[src/rtl/target_expander_if.sv]
// Handshake and result bundle between the compact-target decoder and its neighbours.
// master = header register file / nonce cores side, slave = target_expander.
interface target_expander_if #(
    parameter int TARGET_W = 256
);
    logic                nbits_valid;
    logic                nbits_ready;
    logic [31:0]         nbits;
    logic                target_valid;
    logic                target_ready;
    logic [TARGET_W-1:0] target;
    logic                overflow;
    logic                negative;
    logic                busy;
    logic                hash_valid;
    logic [TARGET_W-1:0] hash;
    logic                meets_valid;
    logic                meets_target;

    modport master (
        output nbits_valid, nbits, target_ready, hash_valid, hash,
        input  nbits_ready, target_valid, target, overflow, negative, busy,
               meets_valid, meets_target
    );

    modport slave (
        input  nbits_valid, nbits, target_ready, hash_valid, hash,
        output nbits_ready, target_valid, target, overflow, negative, busy,
               meets_valid, meets_target
    );
endinterface

[src/rtl/target_expander.sv]
// Expands a compact nBits word into a TARGET_W-bit target with a multi-cycle byte shifter.
// Optional hash <= target comparator is built only when HASH_CMP_EN is defined.
module target_expander #(
    parameter int TARGET_W        = 256,
    parameter int BYTES_PER_CYCLE = 4
) (
    input  logic             clk,
    input  logic             rst_n,
    target_expander_if.slave bus
);
    localparam int N = TARGET_W / 8;

    typedef enum logic [1:0] {IDLE, LOAD, SHIFT, DONE} state_t;

    state_t              state_q;
    logic [31:0]         nbits_q;
    logic [TARGET_W-1:0] work_q;
    logic [TARGET_W-1:0] target_q;
    logic [7:0]          rem_q;
    logic                nbits_ready_q;
    logic                target_valid_q;
    logic                busy_q;
    logic                overflow_q;
    logic                negative_q;
    logic                tgt_ok_q;

    logic [7:0]          e_w;
    logic [22:0]         m_w;
    logic                neg_w;
    logic                ovf_w;
    logic [7:0]          step_w;
    logic [TARGET_W-1:0] shifted_w;
    logic [TARGET_W-1:0] small_w;

    // Exponents 0..3 drop low mantissa bytes instead of shifting left.
    function automatic logic [TARGET_W-1:0] small_target(input logic [22:0] m,
                                                         input logic [7:0]  e);
        logic [22:0] v;
        unique case (e)
            8'd0:    v = '0;
            8'd1:    v = m >> 16;
            8'd2:    v = m >> 8;
            default: v = m;
        endcase
        return TARGET_W'(v);
    endfunction

    always_comb begin
        e_w       = nbits_q[31:24];
        m_w       = nbits_q[22:0];
        neg_w     = nbits_q[23] && (m_w != '0);
        ovf_w     = (m_w != '0) &&
                    ((int'(e_w) > N + 2) ||
                     ((m_w > 23'hFF)   && (int'(e_w) > N + 1)) ||
                     ((m_w > 23'hFFFF) && (int'(e_w) > N)));
        step_w    = (int'(rem_q) < BYTES_PER_CYCLE) ? rem_q : 8'(BYTES_PER_CYCLE);
        shifted_w = work_q << {step_w, 3'b000};
        small_w   = small_target(m_w, e_w);
    end

    always_ff @(posedge clk or negedge rst_n) begin
        if (!rst_n) begin
            state_q        <= IDLE;
            nbits_q        <= '0;
            work_q         <= '0;
            target_q       <= '0;
            rem_q          <= '0;
            nbits_ready_q  <= 1'b1;
            target_valid_q <= 1'b0;
            busy_q         <= 1'b0;
            overflow_q     <= 1'b0;
            negative_q     <= 1'b0;
            tgt_ok_q       <= 1'b0;
        end else begin
            unique case (state_q)
                IDLE: begin
                    if (bus.nbits_valid && nbits_ready_q) begin
                        nbits_q       <= bus.nbits;
                        state_q       <= LOAD;
                        nbits_ready_q <= 1'b0;
                        busy_q        <= 1'b1;
                    end
                end
                LOAD: begin
                    if (neg_w || ovf_w) begin
                        work_q         <= '0;
                        target_q       <= '0;
                        overflow_q     <= ovf_w;
                        negative_q     <= neg_w;
                        tgt_ok_q       <= 1'b0;
                        target_valid_q <= 1'b1;
                        state_q        <= DONE;
                    end else if (e_w <= 8'd3) begin
                        work_q         <= small_w;
                        target_q       <= small_w;
                        overflow_q     <= 1'b0;
                        negative_q     <= 1'b0;
                        tgt_ok_q       <= 1'b1;
                        target_valid_q <= 1'b1;
                        state_q        <= DONE;
                    end else begin
                        work_q  <= TARGET_W'(m_w);
                        rem_q   <= e_w - 8'd3;
                        state_q <= SHIFT;
                    end
                end
                SHIFT: begin
                    work_q <= shifted_w;
                    rem_q  <= rem_q - step_w;
                    // Last step commits the shifted value straight into the target.
                    if (rem_q == step_w) begin
                        target_q       <= shifted_w;
                        overflow_q     <= 1'b0;
                        negative_q     <= 1'b0;
                        tgt_ok_q       <= 1'b1;
                        target_valid_q <= 1'b1;
                        state_q        <= DONE;
                    end
                end
                DONE: begin
                    if (bus.target_ready) begin
                        target_valid_q <= 1'b0;
                        busy_q         <= 1'b0;
                        nbits_ready_q  <= 1'b1;
                        state_q        <= IDLE;
                    end
                end
                default: state_q <= IDLE;
            endcase
        end
    end

    assign bus.nbits_ready  = nbits_ready_q;
    assign bus.target_valid = target_valid_q;
    assign bus.target       = target_q;
    assign bus.overflow     = overflow_q;
    assign bus.negative     = negative_q;
    assign bus.busy         = busy_q;

`ifdef HASH_CMP_EN
    logic meets_valid_q;
    logic meets_target_q;

    // Compares against target_q before any same-edge commit, so an in-flight expansion never leaks in.
    always_ff @(posedge clk or negedge rst_n) begin
        if (!rst_n) begin
            meets_valid_q  <= 1'b0;
            meets_target_q <= 1'b0;
        end else begin
            meets_valid_q  <= bus.hash_valid;
            meets_target_q <= bus.hash_valid && tgt_ok_q && (bus.hash <= target_q);
        end
    end

    assign bus.meets_valid  = meets_valid_q;
    assign bus.meets_target = meets_target_q;
`else
    logic unused_cmp;
    assign unused_cmp       = ^{bus.hash_valid, bus.hash, tgt_ok_q};
    assign bus.meets_valid  = 1'b0;
    assign bus.meets_target = 1'b0;
`endif

endmodule

[src/flat_wrapper.sv]
// flat-port wrapper written by rule: the top's interface ports become plain ports
module target_expander_flat 
#(
    parameter int TARGET_W        = 256,
    parameter int BYTES_PER_CYCLE = 4
)
  (clk, rst_n, bus_nbits_valid, bus_nbits, bus_target_ready, bus_hash_valid, bus_hash, bus_nbits_ready, bus_target_valid, bus_target, bus_overflow, bus_negative, bus_busy, bus_meets_valid, bus_meets_target);
  target_expander_if #(.TARGET_W(TARGET_W)) bus_i ();
  input  logic clk;
  input  logic rst_n;
  input wire logic [$bits(bus_i.nbits_valid)-1:0] bus_nbits_valid;
  input wire logic [$bits(bus_i.nbits)-1:0] bus_nbits;
  input wire logic [$bits(bus_i.target_ready)-1:0] bus_target_ready;
  input wire logic [$bits(bus_i.hash_valid)-1:0] bus_hash_valid;
  input wire logic [$bits(bus_i.hash)-1:0] bus_hash;
  output wire logic [$bits(bus_i.nbits_ready)-1:0] bus_nbits_ready;
  output wire logic [$bits(bus_i.target_valid)-1:0] bus_target_valid;
  output wire logic [$bits(bus_i.target)-1:0] bus_target;
  output wire logic [$bits(bus_i.overflow)-1:0] bus_overflow;
  output wire logic [$bits(bus_i.negative)-1:0] bus_negative;
  output wire logic [$bits(bus_i.busy)-1:0] bus_busy;
  output wire logic [$bits(bus_i.meets_valid)-1:0] bus_meets_valid;
  output wire logic [$bits(bus_i.meets_target)-1:0] bus_meets_target;
  assign bus_i.nbits_valid = bus_nbits_valid;
  assign bus_i.nbits = bus_nbits;
  assign bus_i.target_ready = bus_target_ready;
  assign bus_i.hash_valid = bus_hash_valid;
  assign bus_i.hash = bus_hash;
  assign bus_nbits_ready = bus_i.nbits_ready;
  assign bus_target_valid = bus_i.target_valid;
  assign bus_target = bus_i.target;
  assign bus_overflow = bus_i.overflow;
  assign bus_negative = bus_i.negative;
  assign bus_busy = bus_i.busy;
  assign bus_meets_valid = bus_i.meets_valid;
  assign bus_meets_target = bus_i.meets_target;
  target_expander #(.TARGET_W(TARGET_W), .BYTES_PER_CYCLE(BYTES_PER_CYCLE)) u_core (.clk(clk), .rst_n(rst_n), .bus(bus_i));
endmodule
[config.mk]
export PLATFORM = sky130hd
export DESIGN_NAME = target_expander_flat
export DESIGN_NICKNAME = d
export VERILOG_FILES = /design/src/rtl/target_expander_if.sv /design/src/rtl/target_expander.sv /design/src/flat_wrapper.sv
export SDC_FILE = /design/constraint.sdc
export NUM_CORES = 1
export LEC_CHECK = 0
export BUFFER_PORTS_ARGS = -buffer_cell sky130_fd_sc_hd__buf_2
export CORE_MARGIN = 2
export CORE_UTILIZATION = 57
export CTS_CLUSTER_SIZE = 30
export DETAILED_ROUTE_END_ITERATION = 12
export GPL_TIMING_DRIVEN = 0
export PLACE_DENSITY = 0.88
export SLEW_MARGIN = 30
export SYNTH_ARGS = -nofsm -noshare
export SYNTH_HDL_FRONTEND = slang
export SYNTH_SLANG_ARGS = --single-unit
[constraint.sdc]
create_clock -name clk -period 3.85 [get_ports clk]
set_clock_uncertainty 0.1 [all_clocks]
set_input_delay 0.77 -clock clk [delete_from_list [all_inputs] [get_ports clk]]
set_output_delay 0.77 -clock clk [all_outputs]
set_load 0.03 [all_outputs]
======== Yosys cells after proc, flatten, opt, wreduce, memory -nomap -nowiden ========
Index checks and enable logic that the tools add are counted.
word-level totals
  flip-flop bits (word level) ............. 559
  output and inout bits ................... 263
  logic and storage cells ................. 86
cells by class
  add/subtract/negate cells ............... 2
  $lt $le $gt $ge ......................... 7
  eq/ne operators ......................... 12
  shifts and indexed selects .............. 1
  multiplexer cells ....................... 34
  reduce and logical (&&, ||, !) cells .... 20
operators by type and width
  kind                    number
  $mux W256               4
  $pmux W256 S2           2
  $shl A256 B11 Y256      1
  $pmux W23 S3            1
  $gt A8 B6 Y1 const B    3
  $mux W8                 3
  $gt A23 B16 Y1 const B  1
  $gt A23 B8 Y1 const B   1
  $mux W23                1
  $reduce_bool A23 Y1     1
  $pmux W8 S2             1
  $mux W1                 12
  $reduce_and A3 Y1       4
  $eq A8 B1 Y1 const B    1
  $eq A8 B2 Y1 const B    1
  $eq A8 B8 Y1            1
  $le A8 B2 Y1 const B    1
  $logic_not A8 Y1        1
  $lt A8 B3 Y1 const B    1
  $mux W2                 4
  $pmux W1 S2             4
  $pmux W2 S4             1
  $sub A8 B2 Y8 const B   1
  $sub A8 B8 Y8           1
  other kinds (13)        24

======== Depth between registers and ports, before layout ========
  word-level depth ........................ 8
  gate-level depth with buffers ........... 13
  depth with buffers taken out ............ 9

======== Worst setup path before layout ========
Ideal clock, no wire load.
  kind .................................... reg-to-reg
  start point ............................. register u_core.nbits_q[25]
  end point ............................... register u_core.overflow_q, in the netlist u_core.bus.overflow
  library setup time ...................... 125 ps
  arrival time ............................ 2621 ps
  required time ........................... 3625 ps
  path slack .............................. 1004 ps
  stages on the path, launching flop included .. 13
  buffers on the path ..................... 4
  cell sequence ........................... dfrtp_1 -> inv_1 -> ha_1 -> clkbuf_1 -> or2_0 -> a41oi_1 -> o31ai_2 -> o2111a_2 -> buf_6 -> nor2_2 -> buf_6 -> buf_6 -> mux2_4
on the way
  cells in the longest elaborated chain, start to end .. 8
  elaborated cells on any way between the ends .. 14
  classes of those cells .................. order compare: 4; eq/ne: 1; mux: 2; reduce/logical: 7
ends and longest elaborated chain
  what                                                        line                   RTL
  start, declared                                             target_expander.sv:16  logic [31:0] nbits_q;
  start signal, assigned                                      target_expander.sv:78  nbits_q <= bus.nbits;
  $gt A8 B6 Y1                                                target_expander.sv:54  ((m_w > 23'hFF) && (int'(e_w) > N + 1)) ||
  $logic_and A1 B1 Y1                                         target_expander.sv:54
  $logic_or A1 B1 Y1                                          target_expander.sv:53  ((int'(e_w) > N + 2) ||
  $logic_or A1 B1 Y1                                          target_expander.sv:54
  $logic_and A1 B1 Y1                                         target_expander.sv:52  ovf_w = (m_w != '0) &&
  $logic_or A1 B1 Y1                                          target_expander.sv:85  if (neg_w || ovf_w) begin
  $ne A3 B1 Y1 (no line) or $mux W1 (tied branches)           n/a
  $reduce_and A3 Y1 (no line) or $pmux W1 S2 (tied branches)  n/a
  end signal, assigned                                        target_expander.sv:88  overflow_q <= ovf_w;
  end, declared                                               target_expander.sv:23  logic overflow_q;
Several ways; a longest one is shown, not always the timed one.
A chain may end at the register's enable or synchronous reset.

======== Final worst setup path ========
  start point ............................. register u_core.state_q[0]
  end point ............................... register u_core.target_q[208], in the netlist u_core.bus.target[208]
on the way
  cells in the longest elaborated chain, start to end .. 3
  elaborated cells on any way between the ends .. 7
  classes of those cells .................. eq/ne: 4; mux: 1; reduce/logical: 2
ends and longest elaborated chain
  what                                                  line                    RTL
  start, declared                                       target_expander.sv:15   state_t state_q;
  start signal, assigned                                target_expander.sv:63   state_q <= IDLE;
  start signal, assigned                                target_expander.sv:79   state_q <= LOAD;
  start signal, assigned                                target_expander.sv:92   state_q <= DONE;
  $eq A2 B1 Y1 or $eq A2 B2 Y1 (tied branches)          n/a
  $ne A3 B1 Y1 (no line), or another cell as far along  n/a
  $reduce_and A3 Y1 (no line)                           n/a
  end signal, assigned                                  target_expander.sv:95   target_q <= small_w;
  end signal, assigned                                  target_expander.sv:112  target_q <= shifted_w;
  end, declared                                         target_expander.sv:18   logic [TARGET_W-1:0] target_q;
Several ways; a longest one is shown, not always the timed one.

==> metrics.md <==
| Metric | Value |
|---|---|
| Yosys top cell area share | 0.454 |
| Setup Crit Path Kind | reg2reg |
| Die Wd | roughly 240 µm |
| Async S/R FF share, synth | 1.00 |
| DRC | 0 |
| Mapped Cells | 2683 |
| CTS Buf Count | 60 |
| Maximum vdd drop | ~0.69 mV |
| Total global routing track utilization | 0.401 |
| F_max | between 200 and 300 MHz |
| Core area | 53600 µm² |
| Startpoint Class | flip-flop |
| Clk Latency, worst-skew pair | 660 ps |
| NumNets Final | 3351 |
| Die footprint | 55800 µm² |
| Mapped Area | 30700 µm² |
| DR iter-0 viols | about 4000 |
| Final min period | 3830 ps |
| Clock Tree Buf Depth | 3 |
| Sink Count | 559 |
| Starting Density | 0.574 |
| Placer Congestion | 1.02 |
| DR WL/cell | 29.9 µm |
| Max transition margin | 0.287 |
| Synth warnings | 0 |
| Max Cap Viol | 0 |
| Vias in the first global route | 25900 |
| I/O Pins | 556 |
| Area grow syn2layout | 14.9% |
| CTS H-tree depth | 2 |
| Final setup fails | 0 |
| Placed cell areas | 33300 µm² |
| Most used cell, CP | clkbuf_1 |
| Crit Path Max Fanout | 10 |
| Hpwl dp | 83100 µm |
| Dominant cell by count in the synthesized netlist | dfrtp_1 |
| Global-route wire length before repair | 168000 µm |
| Slew Viols, Final | 0 |
| Crit end category | flip-flop |
| Finished Cell Area | 35300 µm² |
| Number of fill cells in the layout | roughly 4000 |
| Min Hold Slack | -16.3 ps |
| Worst-Margin Slew | around 1100 ps |
| Leakage power figure | 0.0161 µW |
| Port Buffer Count | 296 |
| Share of cells above drive strength 1 | 0.321 |
| Clock-pin slew on the worst setup and hold paths | about 60 ps |
| Status | finished with violations |
| EDFF count, synth | 0 |
| CP max stage delay | 700 ps |
| PostCTS Resize Cnt | 0 |
| FP Rows | 85 |
| Post-CTS Repair Setup Buffers | 0 |
| Slowest cell on the critical path | clkbuf_1 |
| Mean Syn Cell Area | 11.5 µm² |
| Final Hold Violating Endpoints | 11 |
| Drt via density | 6.93 |
| Hold buffers post-CTS | 0 |
| RSZ-0062 raised after global routing | false |
| HP Class | in2async |
| Post-synthesis register bit count | 559 |
| Fin crit share | 0.995 |
| Synth area leaders | dfrtp_1 45%, mux2_2 9.9%, mux2i_1 7.8% |
| Pin count of the biggest net entering global routing | 93 |
| Synth area leader | dfrtp_1 |
| Seq/Total Area, Yosys | 0.455 |
| TritonCTS clock tree | done |
| Initial antenna violation count | 5 |
| Post-synthesis cell type count | 63 |
| R2r worst-path depth | 8 |
| Overflow after GRT | 0 |
| Total Routed Length | 113000 µm |
| Worst EP required | 4300 ps |
| DRT Pass-1 Iters | 6 |
| Root buf cell | clkbuf_16 |
| Die Span Y | around 240 µm |
| Crit-path cells | inv_1 -> ha_1 -> clkbuf_1 -> inv_2 -> nor2_1 -> clkbuf_1 -> a21oi_1 -> o21ai_0 |
| Failing checks | hold timing |
| Crit path arrival time | 4280 ps |
| Post-synth top cells | 558 x dfrtp_1, 271 x mux2_2, 247 x nand2_1, 241 x mux2i_1, 220 x o21ai_0 |
| Antenna-violating nets left | 0 |
| Main synth FF type | dfrtp_1 |
| Overall via count from detail_route | between 20000 and 30000 |
| Pwr dens | around 830 nW/µm² |
| Final Util | 0.659 |
-- worst max-delay path: cells and delay by family (launching register included) --
| family | cells | cell delay (ps) |
|---|---|---|
| buffers and inverters | 4 | 1720 |
| AOI/OAI and AO/OA | 2 | 690 |
| adders and majority gates | 1 | 250 |
| DFF | 1 | 420 |
| and+or+nand+nor | 1 | 540 |
-- area by class of cell --
type                    instances  area (µm²)  area share
plain buffers                 232        1150      0.0327
inverters                      32         120     0.00340
multi-input cells            1861       15500       0.439
flip-flops and latches        559       14000       0.396
diodes                          2        5.00    0.000142
clock inverters                25         322     0.00910
repair buffers                302        1660      0.0469
well taps                     696         871      0.0247
clock buffers                  81        1690      0.0479
-- stage by stage --
step / setup WS, ps / instances / TNS (ps) / power, µW / hold WS [ps]
floorplan: 1000 / 2684 / 0 / 18100 / 374
global placement: -9450 / 3676 / -5246030 / 22400 / 364
CTS: 9.37 / 3788 / 0 / 28800 / 26.4
global route: 16.1 / 3788 / 0 / 30300 / 45.0
finish: 19.9 / 3790 / 0 / 29500 / -16.3
detailed placement: 14.2 / 3682 / 0 / 22700 / 375
-- worst paths after layout --
kind                                       start                     end  slack (ps)
min reg2reg                u_core.bus.target[56]   u_core.bus.target[56]         400
max in group asynchronous                  rst_n      u_core.work_q[150]        2090
min in group clk                   bus_nbits[24]      u_core.nbits_q[24]         250
min                                        rst_n   u_core.bus.target[20]         -20
max reg2reg                    u_core.state_q[0]  u_core.bus.target[208]          20
max                            u_core.state_q[0]  u_core.bus.target[208]          20
-- kinds of logic (layout without fill, tap and decap cells) --
family	Yosys count	after routing	share of synthesized area
buffers and inverters	264	672	0.0411
muxes	751	751	0.314
AOI/OAI and AO/OA	587	587	0.113
other	2	5	0.000244
DFF	559	559	0.455
and+or+nand+nor	504	504	0.0713
xor gates and xnor gates	6	6	0.00171
adders and majority gates	10	10	0.00407
-- power breakdown --
| part | switching [µW] | internal [µW] | leakage, µW |
|---|---|---|---|
| clock | 2540 | 3530 | 0.000978 |
| sequential | 1780 | 7240 | 0.00757 |
| combinational | 9300 | 5100 | 0.00757 |
| total | 13600 | 15900 | 0.0161 |
-- cell usage in the layout, fill, tap and decap left out, drive strengths merged, types with 11 or more instances in the layout --
cell type,count
o2bb2ai,62
a21oi,168
nand3,118
clkinv,12
o22ai,42
nand2,247
nor2,88
nor3,14
mux4,81
dfrtp,558
a22oi,13
mux2,429
o31ai,18
mux2i,241
buf,375
nand4,11
clkbuf,240
a31oi,21
inv,32
o21ai,227
-- metal layers --
metal | routed length (µm) | global-route usage | part of all wire
met1 | 42500 | 0.529 | 0.37
met5 | 112 | 0.00606 | 0.00099
met2 | 47200 | 0.575 | 0.42
met3 | 15600 | 0.143 | 0.14
met4 | 8150 | 0.229 | 0.072
-- flip-flops by register name, indices dropped and copies added, names as in the netlist --
register                 cells
u_core.state_q               2
u_core.bus.target          256
u_core.bus.negative          1
u_core.bus.busy              1
u_core.rem_q                 8
u_core.work_q              256
u_core.bus.overflow          1
u_core.bus.nbits_ready       1
u_core.bus.target_valid      1
u_core.nbits_q              32
Note: power is estimated with default switching activity, not from simulation.
